===== config.mk =====
export PLATFORM = sky130hd
export DESIGN_NAME = rf_wb_arbiter
export DESIGN_NICKNAME = d
export VERILOG_FILES = /design/src/rtl/rf_pkg.sv /design/src/rtl/rf_wb_fifo.sv /design/src/rtl/rf_wb_arbiter.sv
export SDC_FILE = /design/constraint.sdc
export NUM_CORES = 1
export LEC_CHECK = 0
export BUFFER_PORTS_ARGS = -buffer_cell sky130_fd_sc_hd__buf_2
export CAP_MARGIN = 20
export CORE_UTILIZATION = 40
export CTS_BUF_LIST = sky130_fd_sc_hd__clkbuf_16
export DETAILED_ROUTE_END_ITERATION = 8
export PLACE_DENSITY_LB_ADDON = 0.05
export SLEW_MARGIN = 20
export SYNTH_ARGS = -nofsm -noshare
export SYNTH_HDL_FRONTEND = slang
export SYNTH_SLANG_ARGS = --single-unit

===== constraint.sdc =====
create_clock -name clk -period 9.16 [get_ports clk]
set_input_delay 0.458 -clock clk [delete_from_list [all_inputs] [get_ports clk]]
set_output_delay 0.458 -clock clk [all_outputs]
set_load 0.01 [all_outputs]

===== src/rtl/rf_pkg.sv =====
// rtl/rf_pkg.sv - shared widths, grant-source enum and LU result entry for the RF write-back arbiter
package rf_pkg;

    localparam int REG_W  = 5;
    localparam int DATA_W = 32;
    localparam int NREGS  = 32;

    typedef enum logic [1:0] {
        GNT_NONE,
        GNT_W,
        GNT_LU
    } gnt_e;

    typedef struct packed {
        logic [REG_W-1:0]  a3;
        logic [DATA_W-1:0] wd;
        logic [DATA_W-1:0] pc;
    } rf_entry_t;

endpackage


===== src/rtl/rf_wb_fifo.sv =====
// rtl/rf_wb_fifo.sv - generic power-of-2 deep FIFO holding LU results until the RF write port is granted
module rf_wb_fifo #(
    parameter int DEPTH = 4,
    parameter int WIDTH = 69
) (
    input  logic             clk,
    input  logic             reset,
    input  logic             push_i,
    input  logic [WIDTH-1:0] push_data_i,
    input  logic             pop_i,
    output logic             full_o,
    output logic             empty_o,
    output logic [WIDTH-1:0] head_o
);

    localparam int AW = $clog2(DEPTH);

    logic [WIDTH-1:0] mem_q [DEPTH];
    logic [AW-1:0]    wr_ptr_q, wr_ptr_d;
    logic [AW-1:0]    rd_ptr_q, rd_ptr_d;
    logic [AW:0]      count_q, count_d;
    logic             do_push, do_pop;

    assign full_o  = (count_q == (AW+1)'(DEPTH));
    assign empty_o = (count_q == '0);
    assign head_o  = mem_q[rd_ptr_q];
    assign do_push = push_i && !full_o;
    assign do_pop  = pop_i && !empty_o;

    // Pointers wrap naturally since DEPTH is a power of two.
    always_comb begin
        wr_ptr_d = wr_ptr_q;
        rd_ptr_d = rd_ptr_q;
        count_d  = count_q;
        if (do_push) begin
            wr_ptr_d = wr_ptr_q + 1'b1;
        end
        if (do_pop) begin
            rd_ptr_d = rd_ptr_q + 1'b1;
        end
        count_d = count_q + (AW+1)'(do_push) - (AW+1)'(do_pop);
    end

    always_ff @(posedge clk) begin
        if (reset) begin
            wr_ptr_q <= '0;
            rd_ptr_q <= '0;
            count_q  <= '0;
        end else begin
            wr_ptr_q <= wr_ptr_d;
            rd_ptr_q <= rd_ptr_d;
            count_q  <= count_d;
        end
    end

    always_ff @(posedge clk) begin
        if (do_push) begin
            mem_q[wr_ptr_q] <= push_data_i;
        end
    end

endmodule


===== src/rtl/rf_wb_arbiter.sv =====
// rtl/rf_wb_arbiter.sv - RF write-port arbiter between W stage and LU result FIFO, with busy scoreboard
// Optional trace output enabled by defining RF_WB_TRACE_EN.
module rf_wb_arbiter
    import rf_pkg::*;
#(
    parameter int DEPTH      = 4,
    parameter int STARVE_LIM = 3
) (
    input  logic              clk,
    input  logic              reset,
    input  logic              w_wr,
    input  logic [REG_W-1:0]  w_a3,
    input  logic [DATA_W-1:0] w_wd,
    input  logic [DATA_W-1:0] w_pc,
    input  logic              lu_issue,
    input  logic [REG_W-1:0]  lu_issue_a3,
    output logic              issue_ok,
    input  logic              lu_valid,
    input  logic [REG_W-1:0]  lu_a3,
    input  logic [DATA_W-1:0] lu_wd,
    input  logic [DATA_W-1:0] lu_pc,
    output logic              lu_ready,
    input  logic [REG_W-1:0]  q_a1,
    input  logic [REG_W-1:0]  q_a2,
    output logic              q_busy1,
    output logic              q_busy2,
    output logic              pipe_stall,
    output logic              rf_wr,
    output logic [REG_W-1:0]  rf_a3,
    output logic [DATA_W-1:0] rf_wd,
    output logic [DATA_W-1:0] rf_pc
);

    localparam int SW = $clog2(STARVE_LIM + 1);

    rf_entry_t        push_entry;
    rf_entry_t        head;
    logic             full, empty, push, pop;
    logic [NREGS-1:0] busy_q, busy_d;
    logic [SW-1:0]    starve_q, starve_d;
    gnt_e             gnt;

    assign push_entry = '{a3: lu_a3, wd: lu_wd, pc: lu_pc};
    assign lu_ready   = !reset && !full;
    assign push       = lu_valid && lu_ready;
    assign pipe_stall = !reset && !empty && (starve_q == SW'(STARVE_LIM));
    assign issue_ok   = !reset && ((lu_issue_a3 == '0) || !busy_q[lu_issue_a3]);
    assign q_busy1    = (q_a1 != '0) && busy_q[q_a1];
    assign q_busy2    = (q_a2 != '0) && busy_q[q_a2];
    assign pop        = (gnt == GNT_LU);

    rf_wb_fifo #(
        .DEPTH (DEPTH),
        .WIDTH ($bits(rf_entry_t))
    ) u_fifo (
        .clk         (clk),
        .reset       (reset),
        .push_i      (push),
        .push_data_i (push_entry),
        .pop_i       (pop),
        .full_o      (full),
        .empty_o     (empty),
        .head_o      (head)
    );

    always_comb begin
        gnt      = GNT_NONE;
        starve_d = starve_q;
        if (!reset) begin
            if (pipe_stall) begin
                gnt = GNT_LU;
            end else if (w_wr && (w_a3 != '0)) begin
                gnt = GNT_W;
                if (!empty) begin
                    starve_d = starve_q + 1'b1;
                end
            end else if (!empty) begin
                gnt = GNT_LU;
            end
        end
        if (gnt == GNT_LU) begin
            starve_d = '0;
        end
    end

    // An LU entry targeting $0 is still popped, but never reaches the RF.
    always_comb begin
        rf_wr = 1'b0;
        rf_a3 = '0;
        rf_wd = '0;
        rf_pc = '0;
        case (gnt)
            GNT_W: begin
                rf_wr = 1'b1;
                rf_a3 = w_a3;
                rf_wd = w_wd;
                rf_pc = w_pc;
            end
            GNT_LU: begin
                rf_wr = (head.a3 != '0);
                rf_a3 = head.a3;
                rf_wd = head.wd;
                rf_pc = head.pc;
            end
            default: ;
        endcase
    end

    always_comb begin
        busy_d = busy_q;
        if (pop) begin
            busy_d[head.a3] = 1'b0;
        end
        if (lu_issue && issue_ok && (lu_issue_a3 != '0)) begin
            busy_d[lu_issue_a3] = 1'b1;
        end
    end

    always_ff @(posedge clk) begin
        if (reset) begin
            busy_q   <= '0;
            starve_q <= '0;
        end else begin
            busy_q   <= busy_d;
            starve_q <= starve_d;
        end
    end

`ifdef RF_WB_TRACE_EN
    always @(posedge clk) begin
        if (!reset && rf_wr) begin
            $display("%0t@%h: $%0d <= %h [%s]", $time, rf_pc, rf_a3, rf_wd,
                     (gnt == GNT_W) ? "W" : "LU");
        end
        if (pipe_stall) begin
            $display("STARVE stall @%0t", $time);
        end
    end
`else
`endif

endmodule


==> flow_summary.json <==
{
  "tns_ns": 0,
  "coreArea_mm2": 0.0337,
  "swShare": 0.225,
  "avgRoutedWirePerCell_um": 20.8,
  "status": "complete, no violations",
  "p_leak_uw": 0.00568,
  "path_cells": "buf_4 -> mux4_2 -> or3_4 -> nand2b_1 -> a21oi_1 -> nor2_1 -> buf_2",
  "setup.worst_path.start_class": "register",
  "relSlewSlack": 0.360,
  "reg2reg_depth": 10,
  "start_util": 0.408,
  "drv_cap": 0,
  "grtUsageMet3": 0.0411,
  "worstMarginPinSlew_ns": 0.960,
  "drive_above_1_share": 0.364,
  "grt_max_degree": 76,
  "cp_num_buf_inv": 2,
  "crit_fanout": 37,
  "portBuffers": 232,
  "fin_crit_sh": 0.459,
  "synthFlopType": "edfxtp_1",
  "cts_made_buffers": 35,
  "grt-ovfl-total": 0,
  "synth.most_common_cell": "edfxtp_1",
  "cts_max_level": 2,
  "postPlaceCellArea_mm2": 0.0153,
  "firstDrtPassIters": 5,
  "antenna_found_initial": 6,
  "die_y_um": 187,
  "netlist_area_mm2": 0.0137,
  "clock.fmax_mhz": 238,
  "drc": 0,
  "p_comb_frac": 0.105,
  "cp.required_ns": 8.70,
  "cts_sinks": 319,
  "postCtsSetupRepairBufs": 0,
  "antenna_left": 0,
  "ys_warn_count": 0,
  "ys_ff_latch": 319,
  "hold_viol": 0,
  "io_pins": 233,
  "cts_resized": 0,
  "critPathMaxStageDelay_ns": 0.81,
  "irDropWorstVdd_uv": 97.2,
  "fin_util": 0.488,
  "yosysSeqAreaShare": 0.666,
  "yosysUniqueCellTypes": 41,
  "syn_area_per_cell_um2": 16.3,
  "cp_top_family": "buffers and inverters",
  "min_from": "lu_wd[20]",
  "cp.arrival_ns": 3.74,
  "switchingPower_uw": 783,
  "rows": 67,
  "gp_congestion": 0.800,
  "whs_path_depth": 1,
  "finalSetupViolCount": 0,
  "cts-root-buf": "clkbuf_16",
  "dp_hpwl_um": 19500,
  "die_w_um": 187,
  "grt_pass1_wl_um": 49000,
  "grt_util_met1": 0.255,
  "grt_pass1_vias": 8322,
  "clk_pin_slew_ns": 0.06,
  "critPathSlowestCell": "dfxtp_4",
  "period_minus_slack_ns": 4.20,
  "finalInstanceArea_mm2": 0.0165,
  "synth_cells": 844,
  "endpoint_kind": "output pin",
  "fill_cells": 2973,
  "yosys-top-cells-count": "edfxtp_1, mux4_2, nor2_1",
  "synthArstFlopShare": 0,
  "final_max_slew_viol_count": 0,
  "track_usage": 0.183,
  "clkPwrFrac": 0.411,
  "dieArea_mm2": 0.0351,
  "power_density_mw_per_mm2": 211,
  "seq_power_share": 0.483,
  "synth_top_area_share": 0.603,
  "num_antenna_cells": 0,
  "hold_class": "in -> reg",
  "critical_path_class": "reg -> out",
  "grtUsageMet2": 0.289,
  "holdPathEnd": "u_fifo.mem_q[1][52]",
  "cts.hold.buffers_added": 0,
  "internal_power_uw": 2690,
  "syn-num-nets": 1012,
  "reg2reg_from": "u_fifo.count_q[1]",
  "cts_tree": "done",
  "drtIter0Drc": 542,
  "avgViaCountPerCell": 5.38,
  "clk_latency_ns": 0.50,
  "busiest_layer": "met2",
  "area_delta_synth_final_pct": 19.8,
  "vias": 8246,
  "netlist_top_cells_area": "edfxtp_1, mux4_2, dfxtp_1",
  "clock_path_buffers": 3,
  "reg2reg_slack_ns": 5.61,
  "clock_skew_ns": 0.0115,
  "rsz0062_at_grt": "false",
  "synth_top_area_cell": "edfxtp_1",
  "wirelength_um": 31800,
  "r2r_end": "busy_q[3]",
  "synth-edff-count": 276,
  "fin_nets": 1230
}
==> how the worst max path moves through the flow <==
stage / cells past startpoint / to / slack, ns
floorplan: 15 / u_fifo.count_q[2] / 5.81
global placement: 11 / busy_q[3] / 5.31
detailed placement: 9 / rf_a3[0] / 5.25
CTS: 7 / rf_wr / 4.80
global route: 7 / rf_wr / 4.56
finish: 7 / rf_wr / 4.96
==> registers in the layout (all words and copies together), names as in the netlist, named ones only <==
register and cells:
u_fifo.mem_q 276, u_fifo.wr_ptr_q 2, busy_q 32, starve_q 2
u_fifo.count_q 3, u_fifo.rd_ptr_q 2
==> layout make-up <==
type / count / area [um2] / area share
Sequential cell: 319 / 9160 / 0.556
Multi-Input combinational cell: 457 / 4310 / 0.262
Timing Repair Buffer: 242 / 1240 / 0.0751
Clock buffer: 35 / 876 / 0.0532
Tap cell: 448 / 561 / 0.0341
Clock inverter: 25 / 292 / 0.0177
Inverter: 7 / 26.3 / 0.00160
==> metal layers <==
metal  routed length [um]  share of wire  up-vias
met5                   72         0.0023        -
met4                  682          0.021       12
met3                 1960          0.061       63
met2                14600           0.46      267
met1                14500           0.46     4081
li1                     -              -     3823
==> layout by cell type (no fill, tap or decap), types with 5 or more instances in the layout <==
cell type  synthesis  routed
edfxtp_1         276     276
buf_2             13     232
mux4_2            87      87
nor2_1            84      84
a22oi_1           68      68
dfxtp_1           43      41
nor2b_1           39      39
o21ai_0           35      35
clkbuf_16          0      35
nand2_1           22      22
o31ai_1           22      22
mux2i_1           17      17
inv_1              7      11
buf_4              1      10
clkinv_1           0       8
o41ai_1            7       7
ha_1               9       7
bufinv_16          0       7
o22ai_1            6       6
nand3_1            6       6
nor3_1             5       5
nand3b_1           5       5
==> worst register-to-register path: stages, from the launching register on <==
cell and delay, ns:
dfxtp_1 0.42, nor3_1 0.14, nor3b_1 0.42, nor2_1 0.09, or3_1 0.36, inv_1 0.08
ha_2 0.16, buf_4 0.63, nand3_1 0.62, o21ai_0 0.39, o41ai_2 0.11
==> power by group through the flow <==
stage	sequential [uW]	clock, uW	combinational [uW]
after floorplan	1700	0	235
after global placement	1710	0	373
after detailed placement	1710	0	374
after CTS	1680	1470	376
after global routing	1690	1520	407
final	1680	1430	366
==> through the flow <==
step                      total power, uW  setup slack [ns]  instances  hold WS (ns)
after floorplan                      1940              5.81        844         0.456
after global placement               2080              5.31       1473         0.483
after detailed placement             2080              5.25       1473         0.485
after CTS                            3520              4.80       1533         0.146
after global routing                 3610              4.56       1533         0.152
final                                3470              4.96       1533         0.167
==> cell families (layout without fill, tap and decap cells) <==
logic type,Yosys count,in the layout,share of synthesized area
xor gates and xnor gates,6,6,0.00382
adders and majority gates,10,10,0.00965
buffers and inverters,68,309,0.0222
DFF,319,319,0.666
muxes,108,108,0.158
and+or+nand+nor,183,183,0.0652
AOI/OAI and AO/OA,150,150,0.0752
Power figures use the tool's default switching activity.
